$ cat config.mk
export PLATFORM = sky130hd
export DESIGN_NAME = vga_column_scheduler_flat
export DESIGN_NICKNAME = d
export VERILOG_FILES = /design/src/rtl/vga_column_scheduler_if.sv /design/src/rtl/vga_column_scheduler.sv /design/src/flat_wrapper.sv
export SDC_FILE = /design/constraint.sdc
export NUM_CORES = 1
export LEC_CHECK = 0
export BUFFER_PORTS_ARGS = -buffer_cell sky130_fd_sc_hd__buf_2
export CORE_MARGIN = 3
export CORE_UTILIZATION = 48
export CTS_BUF_LIST = sky130_fd_sc_hd__clkbuf_4 sky130_fd_sc_hd__clkbuf_8 sky130_fd_sc_hd__clkbuf_16
export CTS_CLUSTER_DIAMETER = 80
export DETAILED_ROUTE_END_ITERATION = 7
export PLACE_DENSITY = 0.72
export SLEW_MARGIN = 10
export SYNTH_ARGS = -nofsm -noshare
export SYNTH_HDL_FRONTEND = slang
export SYNTH_SLANG_ARGS = --single-unit
$ cat constraint.sdc
create_clock -name clock -period 1.78 [get_ports clock]
set_clock_uncertainty 0.1 [all_clocks]
set_input_delay 0.178 -clock clock [delete_from_list [all_inputs] [get_ports clock]]
set_output_delay 0.178 -clock clock [all_outputs]
set_load 0.02 [all_outputs]
$ cat src/rtl/vga_column_scheduler_if.sv
// Sample-source handshake and VGA pixel-write bus for vga_column_scheduler.
// master = scheduler side, slave = sample source / VGA adapter side.
interface vga_column_scheduler_if;
  logic        sample_valid;
  logic [15:0] sample_data;
  logic        sample_ready;
  logic [8:0]  x_coords;
  logic [7:0]  y_coords;
  logic [2:0]  color_on_vga;
  logic        plot_on_vga;
  logic        frame_done;

  modport master (
    input  sample_valid, sample_data,
    output sample_ready, x_coords, y_coords, color_on_vga, plot_on_vga, frame_done
  );

  modport slave (
    output sample_valid, sample_data,
    input  sample_ready, x_coords, y_coords, color_on_vga, plot_on_vga, frame_done
  );
endinterface

$ cat src/rtl/vga_column_scheduler.sv
// Column sequencer for the audio visualizer: accept a sample, erase the column, plot the trace.
// Optional TRACE_CONNECT_EN: draw a vertical run joining the previous column's trace row.
module vga_column_scheduler #(
  parameter int unsigned X_MAX       = 319,
  parameter int unsigned Y_MAX       = 239,
  parameter int unsigned Y_MID       = 120,
  parameter int unsigned HOLD_CYCLES = 5000,
  parameter logic [2:0]  COLOR_BG    = 3'b000,
  parameter logic [2:0]  COLOR_FG    = 3'b010
) (
  input  logic clock,
  input  logic reset,
  input  logic pause,
  vga_column_scheduler_if.master bus
);

  localparam int unsigned       DW     = (HOLD_CYCLES < 2) ? 1 : $clog2(HOLD_CYCLES + 1);
  localparam logic [DW-1:0]     HOLD   = DW'(HOLD_CYCLES);
  localparam logic [8:0]        XM     = 9'(X_MAX);
  localparam logic [7:0]        YM     = 8'(Y_MAX);
  localparam logic signed [9:0] YMID_S = 10'(Y_MID);
  localparam logic signed [9:0] YMAX_S = 10'(Y_MAX);

  typedef enum logic [1:0] {S_WAIT, S_CLEAR, S_DRAW, S_ADVANCE} state_t;

  state_t        r_state;
  logic [DW-1:0] r_delay;
  logic [7:0]    r_off;
  logic          r_ready;
  logic [8:0]    r_x;
  logic [7:0]    r_y;
  logic [2:0]    r_color;
  logic          r_plot;
  logic          r_frame;

  logic [DW-1:0]     w_delay_nx;
  logic signed [9:0] w_off;
  logic signed [9:0] w_diff;
  logic [7:0]        w_y_tgt;
  logic              w_unused_sample;

  // Only the sign bit and the low seven magnitude bits set the trace offset.
  assign w_unused_sample = ^bus.sample_data[14:7];

  always_comb begin
    w_delay_nx = (r_delay == HOLD) ? HOLD : r_delay + DW'(1);
    w_off      = {{2{r_off[7]}}, r_off};
    w_diff     = YMID_S - w_off;
    if (w_diff < 10'sd0)
      w_y_tgt = '0;
    else if (w_diff > YMAX_S)
      w_y_tgt = YM;
    else
      w_y_tgt = w_diff[7:0];
  end

`ifdef TRACE_CONNECT_EN
  logic [7:0] r_y_prev;
  logic [7:0] w_lo;
  logic [7:0] w_hi;

  always_comb begin
    w_lo = (r_y_prev < w_y_tgt) ? r_y_prev : w_y_tgt;
    w_hi = (r_y_prev < w_y_tgt) ? w_y_tgt : r_y_prev;
  end
`endif

  always_ff @(posedge clock) begin
    if (!reset) begin
      r_state <= S_WAIT;
      r_delay <= '0;
      r_off   <= '0;
      r_ready <= 1'b0;
      r_x     <= '0;
      r_y     <= '0;
      r_color <= COLOR_BG;
      r_plot  <= 1'b0;
      r_frame <= 1'b0;
`ifdef TRACE_CONNECT_EN
      r_y_prev <= 8'(Y_MID);
`endif
    end else begin
      r_frame <= 1'b0;
      case (r_state)
        S_WAIT: begin
          if (bus.sample_valid && r_ready) begin
            r_off   <= {bus.sample_data[15], bus.sample_data[6:0]};
            r_state <= S_CLEAR;
            r_delay <= '0;
            r_ready <= 1'b0;
            r_y     <= '0;
            r_color <= COLOR_BG;
            r_plot  <= 1'b1;
          end else begin
            // ready is registered, so it is derived from the delay value of the coming cycle
            r_delay <= w_delay_nx;
            r_ready <= (w_delay_nx == HOLD) && !pause;
          end
        end
        S_CLEAR: begin
          if (r_y == YM) begin
            r_state <= S_DRAW;
            r_color <= COLOR_FG;
`ifdef TRACE_CONNECT_EN
            r_y <= w_lo;
`else
            r_y <= w_y_tgt;
`endif
          end else begin
            r_y <= r_y + 8'd1;
          end
        end
        S_DRAW: begin
`ifdef TRACE_CONNECT_EN
          if (r_y != w_hi) begin
            r_y <= r_y + 8'd1;
          end else
`endif
          begin
            r_state <= S_ADVANCE;
            r_plot  <= 1'b0;
            if (r_x == XM) begin
              r_x     <= '0;
              r_frame <= 1'b1;
            end else begin
              r_x <= r_x + 9'd1;
            end
          end
        end
        S_ADVANCE: begin
          r_state <= S_WAIT;
          r_delay <= '0;
          r_ready <= (HOLD_CYCLES == 0) && !pause;
`ifdef TRACE_CONNECT_EN
          r_y_prev <= w_y_tgt;
`endif
        end
        default: r_state <= S_WAIT;
      endcase
    end
  end

  assign bus.sample_ready = r_ready;
  assign bus.x_coords     = r_x;
  assign bus.y_coords     = r_y;
  assign bus.color_on_vga = r_color;
  assign bus.plot_on_vga  = r_plot;
  assign bus.frame_done   = r_frame;

endmodule
$ cat src/flat_wrapper.sv
// flat-port wrapper written by rule: the top's interface ports become plain ports
module vga_column_scheduler_flat 
#(
  parameter int unsigned X_MAX       = 319,
  parameter int unsigned Y_MAX       = 239,
  parameter int unsigned Y_MID       = 120,
  parameter int unsigned HOLD_CYCLES = 5000,
  parameter logic [2:0]  COLOR_BG    = 3'b000,
  parameter logic [2:0]  COLOR_FG    = 3'b010
)
  (clock, reset, pause, bus_sample_valid, bus_sample_data, bus_sample_ready, bus_x_coords, bus_y_coords, bus_color_on_vga, bus_plot_on_vga, bus_frame_done);
  vga_column_scheduler_if bus_i ();
  input  logic clock;
  input  logic reset;
  input  logic pause;
  input wire logic [$bits(bus_i.sample_valid)-1:0] bus_sample_valid;
  input wire logic [$bits(bus_i.sample_data)-1:0] bus_sample_data;
  output wire logic [$bits(bus_i.sample_ready)-1:0] bus_sample_ready;
  output wire logic [$bits(bus_i.x_coords)-1:0] bus_x_coords;
  output wire logic [$bits(bus_i.y_coords)-1:0] bus_y_coords;
  output wire logic [$bits(bus_i.color_on_vga)-1:0] bus_color_on_vga;
  output wire logic [$bits(bus_i.plot_on_vga)-1:0] bus_plot_on_vga;
  output wire logic [$bits(bus_i.frame_done)-1:0] bus_frame_done;
  assign bus_i.sample_valid = bus_sample_valid;
  assign bus_i.sample_data = bus_sample_data;
  assign bus_sample_ready = bus_i.sample_ready;
  assign bus_x_coords = bus_i.x_coords;
  assign bus_y_coords = bus_i.y_coords;
  assign bus_color_on_vga = bus_i.color_on_vga;
  assign bus_plot_on_vga = bus_i.plot_on_vga;
  assign bus_frame_done = bus_i.frame_done;
  vga_column_scheduler #(.X_MAX(X_MAX), .Y_MAX(Y_MAX), .Y_MID(Y_MID), .HOLD_CYCLES(HOLD_CYCLES), .COLOR_BG(COLOR_BG), .COLOR_FG(COLOR_FG)) u_core (.clock(clock), .reset(reset), .pause(pause), .bus(bus_i));
endmodule
# Yosys cells after proc, flatten, opt, wreduce, memory -nomap -nowiden
# Cells that the tools add are included.
# W data, S select, Z words.
[totals]
ff_bits = 46
latchBits = 0
ramBits = 0
rom_bits = 0
inputBits = 20
out_inout_bits = 23
word_cells = 57
memories = 0
[op_classes]
n_addsub = 4
mul = 0
div_mod_pow = 0
order_cmp = 2
n_eq_ne = 9
n_shift = 0
mux = 20
bitwise_logic = 0
reduce_logical = 13
[op_table]
columns = ["operator", "count"]
rows = [
  ["$mux W8", 4],
  ["$eq A13 B13 Y1 const B", 2],
  ["$mux W13", 2],
  ["$pmux W13 S2", 1],
  ["$pmux W8 S2", 1],
  ["$add A13 B1 Y13 const B", 1],
  ["$gt A10 B9 Y1 const B", 1],
  ["$lt A10 B1 Y1 const B", 1],
  ["$reduce_and A2 Y1", 5],
  ["$add A9 B1 Y9 const B", 1],
  ["$eq A9 B9 Y1 const B", 1],
  ["$mux W9", 1],
  ["$sub A8 B8 Y9 const A", 1],
  ["$add A8 B1 Y8 const B", 1],
  ["$eq A8 B8 Y1 const B", 1],
  ["$pmux W2 S4", 1],
  ["$mux W3", 2],
  ["$pmux W3 S2", 1],
  ["$reduce_bool A2 Y1", 3],
  ["$eq A2 B2 Y1 const B", 2],
  ["$mux W2", 2],
  ["$ne A2 B1 Y1 const B", 2],
  ["$pmux W1 S2", 2],
  ["$mux W1", 3],
  ["other kinds (5)", 6],
]

# Longest topological paths before layout
# Gate-level depths: netlist (run 1).
[depth]
ltp_word = 6
ltp_mapped = 9
depth_no_buf = 7

# Worst setup path before layout (run 1)
# Ideal clock, no wire load.
[synth_path]
path_type = "flip-flop to flip-flop"
from = "register u_core.r_state[0]"
to = "register u_core.r_ready, in the netlist u_core.bus.sample_ready"
setup_ns = 0.059
t_arrival_ns = 1.789
required_time_ns = 1.621
path_slack_ns = -0.167
path_stages_with_launch = 8
n_path_buf = 1
synth_period_minus_slack_ns = 1.947
cell_sequence = "dfxtp_1 -> inv_1 -> ha_1 -> clkbuf_1 -> a211o_1 -> or3_1 -> nor4_1 -> a31o_1"
[synth_via]
elab_chain_len = 2
word_cells_on_any_way = 4
cone_classes = "eq/ne: 1; mux: 1; reduce/logical: 2"
[synth_lines]
columns = ["item", "line", "rtl"]
rows = [
  ["from (decl)", "vga_column_scheduler.sv:26", "state_t r_state;"],
  ["from (signal assigned)", "vga_column_scheduler.sv:70", "r_state <= S_WAIT;"],
  ["from (signal assigned)", "vga_column_scheduler.sv:88", "r_state <= S_CLEAR;"],
  ["from (signal assigned)", "vga_column_scheduler.sv:102", "r_state <= S_DRAW;"],
  ["$eq A2 B2 Y1 or $logic_not A2 Y1 (tied branches)", "vga_column_scheduler.sv:84", "case (r_state)"],
  ["$pmux W1 S2 or $reduce_bool A2 Y1 (tied branches)", "n/a", ""],
  ["to (signal assigned)", "vga_column_scheduler.sv:97", "r_ready <= (w_delay_nx == HOLD) && !pause;"],
  ["to (signal assigned)", "vga_column_scheduler.sv:133", "r_ready <= (HOLD_CYCLES == 0) && !pause;"],
  ["to (decl)", "vga_column_scheduler.sv:29", "logic r_ready;"],
]
# Parallel ways exist; a longest one is shown, timed or not.
# A chain may end at the register's enable or synchronous reset.

# Final worst setup path (run 1)
# Same ends and word-level chain as after synthesis.

==> flow_summary.json, run 1 <==
{
  "fillers": 444,
  "ys_async_sr_fraction_pct": 0,
  "antenna_cells": 0,
  "hold_path_class": "input port to register",
  "ir_worst_vdd_mv": 0.414,
  "utilization_pct": 69.6,
  "fin_crit_ps": 1800,
  "drtAntennaViolNets": 0,
  "ys.flop_type": "dfxtp_1",
  "fp-row-count": 26,
  "reg2reg_to": "u_core.bus.sample_ready",
  "rsz0062_at_grt": "yes",
  "synthesis.area_um2": 2620,
  "fp.dieW_um": 79.8,
  "numClockSinks": 44,
  "synth-seq-area-share_pct": 33.7,
  "synth_commonest_cells": "dfxtp_1, nand2_1, nor2_1, a21oi_1, o21ai_0",
  "place.gp.congestion": 0.919,
  "violations": "negative setup slack",
  "netlist-cell-type-count": 54,
  "port_buffers": 32,
  "setup_violations": 1,
  "ys_ff_latch": 44,
  "status": "finished, violations left",
  "clk_pin_slew_ps": 90,
  "placed_area_um2": 3210,
  "io_pins": 43,
  "avgRoutedWirePerCell_um": 15.3,
  "vias": 2770,
  "viasPerCell": 5.69,
  "holdPathEnd": "u_core.r_off[0]",
  "syn_avg_cell_area_um2": 7.90,
  "synth.most_common_cell": "dfxtp_1",
  "drv_slew": 0,
  "htreeDepth": 2,
  "antenna_found_initial": 0,
  "start_util_pct": 50.3,
  "grt_use_total_pct": 23.3,
  "grt_pass1_wl_um": 11800,
  "hold_violations": 0,
  "clkLatencyLatePin_ps": 300,
  "p_per_area_nw_per_um2": 747,
  "dieArea_um2": 6370,
  "pre_cts_slack_ps": -87.8,
  "synthTopCellsByArea": "dfxtp_1, a21oi_1, nand2_1",
  "startpoint_type": "register",
  "fp.coreArea_um2": 5200,
  "synth_top_area_share_pct": 33.7,
  "path_class": "register to register",
  "worstRegToRegCells": 6,
  "wirelength_um": 7440,
  "final_area_um2": 3620,
  "drive_above_1_share_pct": 39.3,
  "r2r_start": "u_core.r_state[0]",
  "leakagePower_nw": 1.45,
  "grt_max_degree": 40,
  "drc": 0,
  "crit_path_max_fanout": 3,
  "place.detailed.hpwl_um": 5010,
  "maxCapViolations": 0,
  "cts_root_buffer": "clkbuf_8",
  "yosysTopAreaCell": "dfxtp_1",
  "drtIter0Drc": 107,
  "first_pass_iters": 4,
  "overflow": 0,
  "synth_warnings": 0,
  "cp.required_ps": 1940,
  "grt_pass1_vias": 2613,
  "cts_tree": "built",
  "end_kind": "register",
  "min-delay-start": "bus_sample_data[0]",
  "cp.arrival_ps": 1950,
  "die_h_um": 79.8,
  "synthCells": 331,
  "cts_buffers": 5,
  "r2r_slack_ps": -20,
  "max_freq_mhz": 556,
  "min_period_over_period_pct": 101,
  "area_growth_pct": 38.5,
  "worst_slack_ps": -18.1,
  "whs_ps": 5.97,
  "nets": 446,
  "holdPathStages": 3,
  "clockBufferDepth": 2,
  "synth_edf_count": 0
}
## kinds of logic after synthesis
kind of cell	Yosys count	synth area share, %
simple gates	139	28.5
xor+xnor	18	6.03
other cells	1	0.143
fa+ha+maj	10	4.78
mux	3	1.15
flops	44	33.7
compound gates	88	20.9
buf+inv	28	4.78
## registers in the layout, summed over array words and instances, names as in the netlist
register and count:
u_core.bus.plot_on_vga 1, u_core.r_delay 13, u_core.r_off 8, u_core.bus.x_coords 9
u_core.bus.y_coords 8, u_core.bus.sample_ready 1, u_core.bus.frame_done 1, u_core.r_state 2
u_core.bus.color_on_vga 1
## worst max-delay path by stage
stage,start,end,slack (ps)
4_1_cts,u_core.r_state[1],u_core.bus.y_coords[4],-6
5_1_grt,u_core.r_delay[2],u_core.bus.sample_ready,-80
3_3_place_gp,u_core.r_state[0],u_core.bus.sample_ready,-30
2_1_floorplan,u_core.r_state[0],u_core.bus.sample_ready,-110
6_report,u_core.r_state[0],u_core.bus.sample_ready,-20
3_5_place_dp,u_core.r_state[0],u_core.bus.sample_ready,-90
## report_power, final
group / internal, mW / switching [mW]
Combinational: 0.470 / 0.504
Sequential: 1.03 / 0.0411
Clock: 0.278 / 0.380
## area by class of cell
class                           count  area (µm²)  area share (%)
Multi-Input combinational cell    260        1850            51.2
Inverter                           10        37.5            1.04
Clock buffer                        5        68.8            1.90
Timing Repair Buffer               95         653            18.0
Clock inverter                      3        23.8           0.656
Sequential cell                    44         898            24.8
Tap cell                           70        87.6            2.42
## routing by layer
metal,up-vias,GRT usage [%],routed length (µm)
li1,1362,-,-
met1,1328,26.5,3120
met2,63,43.3,3860
met3,17,4.18,286
met4,0,8.11,178
met5,-,0,0
## per-stage QoR
stage | cells | power [mW] | TNS, ps
2_1_floorplan | 332 | 1.58 | -198
3_3_place_gp | 471 | 1.86 | -143
3_5_place_dp | 471 | 1.88 | -596
4_1_cts | 483 | 2.60 | -11.6
5_1_grt | 487 | 2.85 | -434
6_report | 487 | 2.71 | -18.1
## repair_timing
action                                  CTS  global route
endpoints found under the setup margin   16            24
hold buffers                              2             0
hold endpoints to repair                  2             0
pin swaps                                 9            16
gates resized for setup                  25            45
setup buffers                             2             4
## placed cells by master (no fill, tap or decap), types with 4 or more instances in the layout
cell type,netlist,routed
xnor2_1,9,9
nand2_1,35,32
buf_6,0,4
nor2_1,29,27
a21oi_1,27,26
nand3_1,13,11
nor2b_1,6,5
dfxtp_2,0,14
o21ai_0,26,16
a31oi_1,6,5
buf_4,4,57
nand4_1,8,8
xor2_1,9,9
buf_2,4,32
and3_1,8,6
inv_2,0,5
inv_1,10,5
nor3_1,16,11
o21ai_1,0,9
clkbuf_8,0,5
nor3_2,0,5
ha_1,10,4
dfxtp_1,44,30
## critical path, cell delays in order, from the launching register on
cell	delay, ps
dfxtp_2	360
inv_2	60
ha_4	230
a211o_1	260
or3_1	330
nor4_2	250
a31o_1	160
(Power assumes the default switching activity.)
==> inputs of run 2 (changes only) <==
- PLACE_DENSITY: 0.72 -> 0.7
- clock period: 1.78 -> 1.7 ns (I/O delays scaled with it)
==> run 2 against run 1 <==
The run still ends with negative setup slack left. Non-clock buffer count increased by 15. Worst hold slack improved by 26 ps. Wire length increased by 8.7%. Critical path depth unchanged. Via count increased by 6.3%.
==> flow_summary.json, run 2 (synthesis results as in run 1) <==
{
  "hold_violations": 0,
  "die_h_um": 79.8,
  "regMostFlops": "u_core.r_delay",
  "slowest_stage": "dfxtp_2",
  "p_int_mw": 2.06,
  "antenna_cells": 0,
  "fp.dieW_um": 79.8,
  "p_per_area_nw_per_um2": 797,
  "wirelength_um": 8090,
  "cts_buffers": 5,
  "grt_max_degree": 40,
  "place.detailed.hpwl_um": 5100,
  "utilization_pct": 75.2,
  "gr-usage-met2_pct": 41.6,
  "hold_path_class": "input port to register",
  "port_buffers": 32,
  "fillers": 358,
  "critPathBufInv": 0,
  "setup_tns_ps": -423,
  "critPathLaunch": "u_core.r_delay[1]",
  "cp_top_family": "compound AO/OA/AOI/OAI gates",
  "avgRoutedWirePerCell_um": 16.1,
  "startpoint_type": "register",
  "grt_pass1_wl_um": 12900,
  "switchingPower_mw": 1.06,
  "min-delay-start": "bus_sample_data[15]",
  "min_period_over_period_pct": 110,
  "dieArea_um2": 6370,
  "antenna_found_initial": 0,
  "status": "finished, violations left",
  "ir_worst_vdd_mv": 0.454,
  "viasPerCell": 5.86,
  "total_power_mw": 3.12,
  "final_area_um2": 3910,
  "whs_ps": 31.8,
  "place.gp.congestion": 0.892,
  "fp-row-count": 26,
  "clk_pin_slew_ps": 90,
  "cp.arrival_ps": 2010,
  "placed_area_um2": 3300,
  "cts_root_buffer": "clkbuf_8",
  "drtAntennaViolNets": 0,
  "power_frac_clock_pct": 24.5,
  "maxCapViolations": 0,
  "pwr-share-seq_pct": 36.2,
  "rsz0062_at_grt": "yes",
  "cpPeakStageDelay_ps": 360,
  "clkLatencyLatePin_ps": 300,
  "largest_register_ffs": 13,
  "vias": 2944,
  "multi_input_area_um2": 1970,
  "p_comb_share_pct": 39.4,
  "final_cell_mix": "buf_4, nand2_1, buf_2",
  "clockBufferDepth": 2,
  "violations": "negative setup slack",
  "path_cells": "ha_1, nand3_2, nor3_1, xor2_1, o41ai_2, a31o_1",
  "start_util_pct": 50.3,
  "grt_pass1_vias": 2749,
  "top_usage_layer": "met2",
  "mostFrequentLayoutCell": "buf_4",
  "met1_usage_pct": 32.7,
  "r2r_start": "u_core.r_delay[1]",
  "crit_path_max_fanout": 5,
  "path_class": "register to register",
  "fp.coreArea_um2": 5200,
  "cp.required_ps": 1850,
  "regArea_um2": 921,
  "numClockSinks": 44,
  "drc": 0,
  "leakagePower_nw": 1.58,
  "drtIter0Drc": 194,
  "max_freq_mhz": 537,
  "p_sw_share_pct": 34.0,
  "first_pass_iters": 6,
  "area_growth_pct": 49.5,
  "overflow": 0,
  "use_met3_pct": 5.30,
  "htreeDepth": 2,
  "setup_violations": 9,
  "drive_above_1_share_pct": 44.4,
  "grt_use_total_pct": 25.0,
  "end_kind": "register",
  "worst_slack_ps": -163,
  "io_pins": 43,
  "drv_slew": 0,
  "cts_tree": "built",
  "fin_crit_ps": 1860,
  "nets": 461
}
## run 2: changes by cell type in the layout (fill, tap and decap cells not counted), sizes merged
cell,previous run,this run
clkbuf,5,6
buf,93,105
clkinvlp,2,1
dlygate4sd3,2,5
## run 2: path summary, 6_finish.rpt
check,slack [ps],endpoint,depth (start not counted)
worst max-delay path,-160,u_core.bus.sample_ready,6
worst min-delay path,30,u_core.r_off[7],3
worst max register to register,-160,u_core.bus.sample_ready,6
worst min register to register,390,u_core.bus.color_on_vga[1],2
## run 2: final cells by class
class | instances | area share (%)
clock buffers | 6 | 2.40
clock inverters | 2 | 0.320
inverters | 10 | 1.15
multi-input cells | 260 | 50.4
flip-flops and latches | 44 | 23.5
well taps | 70 | 2.24
repair buffers | 110 | 20.0
## run 2: layer usage
metal,up-vias,part of all wire [%]
met5,-,0
met3,16,6.8
met4,0,1.6
met1,1404,43
met2,132,49
li1,1392,-
## run 2: metrics by stage
stage / setup WS, ps / instances
5_1_grt: -238 / 502
2_1_floorplan: -195 / 332
3_5_place_dp: -165 / 479
4_1_cts: -87.8 / 495
3_3_place_gp: -103 / 479
6_report: -163 / 502
## run 2: tightest hold or removal path, delay by kind of cell
family | cells | cell delay (ps)
and+or+nand+nor | 1 | 50
AOI/OAI and AO/OA | 1 | 60
buffers and inverters | 1 | 110
## run 2: power by group through the flow
| stage | Combinational, mW | Clock (mW) | Sequential (mW) |
|---|---|---|---|
| 6_report | 1.23 | 0.763 | 1.13 |
| 5_1_grt | 1.33 | 0.824 | 1.13 |
| 3_5_place_dp | 0.846 | 0 | 1.14 |
| 2_1_floorplan | 0.513 | 0 | 1.14 |
| 3_3_place_gp | 0.825 | 0 | 1.14 |
| 4_1_cts | 0.980 | 0.775 | 1.13 |
## run 2: what timing repair did
action | CTS | global route
resized for setup | 31 | 70
hold endpoints to repair | 5 | 0
hold buffers | 5 | 0
setup endpoints to repair | 21 | 30
pin swaps | 9 | 31
setup buffers | 3 | 8
==> inputs of run 3 (changes only) <==
==> constraint.sdc (replaced) <==
create_clock -name clock -period 1.7 [get_ports clock]
set_clock_uncertainty 0.1 [all_clocks]
set_input_delay 0.34 -clock clock [delete_from_list [all_inputs] [get_ports clock]]
set_output_delay 0.34 -clock clock [all_outputs]
set_load 0.02 [all_outputs]
==> run 3 against run 2 <==
The flow still finishes with violations (negative setup slack). Count of clock-buffer cells in the layout is 1 lower. Fmax is 6.5% lower. Total power is 1.7% higher. Sequential power hardly changed. First-iteration DRC count is 18% higher. Register-to-register slack worse by 130 ps. Sequential cell count stayed put. Core utilization is 0.58 points higher. Via count is 0.37% lower. Combinational power is 7% higher. Cell count is 0.40% higher. Sequential share of layout area is 0.21 points lower. Critical path type unchanged. Critical endpoint unchanged.
==> flow_summary.json, run 3 (synthesis results as in run 1) <==
{
  "wirelength_um": 8180,
  "crit_path_max_fanout": 3,
  "place.detailed.hpwl_um": 5050,
  "htreeDepth": 2,
  "viasPerCell": 5.82,
  "status": "finished, violations left",
  "place.gp.congestion": 0.923,
  "antenna_found_initial": 0,
  "setup_tns_ps": -741,
  "hold_path_class": "input port to register",
  "avgRoutedWirePerCell_um": 16.2,
  "r2r_start": "u_core.r_state[0]",
  "rsz0062_at_grt": "yes",
  "clk_pin_slew_ps": 100,
  "port_buffers": 32,
  "dieArea_um2": 6370,
  "hold_violations": 0,
  "dpl.cell_count": 482,
  "min_period_over_period_pct": 117,
  "drc": 0,
  "cp.arrival_ps": 2150,
  "cp.required_ps": 1850,
  "grt_pass1_wl_um": 12300,
  "fp.coreArea_um2": 5200,
  "cts_tree": "built",
  "leakagePower_nw": 1.61,
  "worstRegToRegCells": 6,
  "fp.dieW_um": 79.8,
  "max_freq_mhz": 502,
  "cts_buffers": 5,
  "placed_area_um2": 3320,
  "antenna_cells": 0,
  "violations": "negative setup slack",
  "drv_slew": 0,
  "path_class": "register to register",
  "area_growth_pct": 50.7,
  "final_cell_mix": "buf_4, nand2_1, buf_2",
  "fp-row-count": 26,
  "fillers": 346,
  "reg2reg_to": "u_core.bus.sample_ready",
  "start_util_pct": 50.3,
  "worst_slack_ps": -293,
  "ir_worst_vdd_mv": 0.712,
  "grt_use_total_pct": 23.7,
  "end_kind": "register",
  "startpoint_type": "register",
  "overflow": 0,
  "final_area_um2": 3940,
  "crit_path_end": "u_core.bus.sample_ready",
  "layout.cells.non_filler": 504,
  "whs_ps": 153,
  "mostFrequentLayoutCell": "buf_4",
  "clockBufferDepth": 2,
  "critPathLaunch": "u_core.r_state[0]",
  "grt_pass1_vias": 2677,
  "die_h_um": 79.8,
  "nets": 463,
  "vias": 2933,
  "clkLatencyLatePin_ps": 310,
  "largest_register_ffs": 13,
  "drive_above_1_share_pct": 46.8,
  "setup_violations": 13,
  "grt_max_degree": 40,
  "fin_crit_ps": 1990,
  "maxCapViolations": 0,
  "regMostFlops": "u_core.r_delay",
  "numClockSinks": 44,
  "drtIter0Drc": 228,
  "io_pins": 43,
  "r2r_slack_ps": -290,
  "first_pass_iters": 4,
  "p_per_area_nw_per_um2": 805,
  "cts_root_buffer": "clkbuf_8",
  "utilization_pct": 75.7,
  "drtAntennaViolNets": 0
}
## run 3: cell count changes in the layout (fill, tap and decap cells not counted), sizes merged
cell,before,now
buf,105,112
clkinvlp,1,0
dlygate4sd3,5,0
clkbuf,6,5
inv,10,12
## run 3: layout make-up
cell class	instances	area, µm²	share of cell area, %
multi-input combinational	260	1980	50.1
sequential	44	920	23.3
timing repair buffer	112	811	20.6
tap	70	87.6	2.22
clock buffer	5	68.8	1.75
inverter	10	52.6	1.33
clock inverter	3	26.3	0.666
## run 3: repair_timing
action / CTS / global route
hold endpoints to repair: 0 / 0
pin swaps: 15 / 48
gates resized for setup: 30 / 89
hold buffers: 0 / 0
gates cloned: 0 / 0
setup buffers: 3 / 11
endpoints found under the setup margin: 20 / 27
## run 3: per-stage QoR
stage / setup WS [ps] / total power [mW]
3_3_place_gp: -92.2 / 1.96
2_1_floorplan: -195 / 1.66
4_1_cts: -106 / 2.76
3_5_place_dp: -167 / 1.99
5_1_grt: -289 / 3.31
6_report: -293 / 3.17
## run 3: metal layers
layer	vias up	track usage, %	routed length [µm]
met1	1411	31.8	3510
li1	1390	-	-
met5	-	0	0
met3	20	3.84	512
met4	0	6.25	130
met2	112	39.5	4030
## run 3: worst min-delay path by stage
stage,from,end,slack [ps],cells past startpoint
global route,bus_sample_data[1],u_core.r_off[1],150,3
finish,bus_sample_data[0],u_core.r_off[0],150,3
detailed placement,u_core.bus.color_on_vga[1],u_core.bus.color_on_vga[1],350,2
global placement,u_core.bus.color_on_vga[1],u_core.bus.color_on_vga[1],350,2
floorplan,u_core.r_off[1],u_core.r_off[1],370,2
CTS,bus_sample_data[1],u_core.r_off[1],150,3
## run 3: power breakdown
part	internal, mW	switching, mW
sequential	1.08	0.0487
clock	0.303	0.431
combinational	0.639	0.669
total	2.02	1.15
## run 3: worst max-delay path, cell delays in order, from the launching register on
cell,delay (ps)
dfxtp_4,390
inv_4,40
ha_4,230
a211o_1,260
or3_1,340
nor4_1,380
a31o_1,190
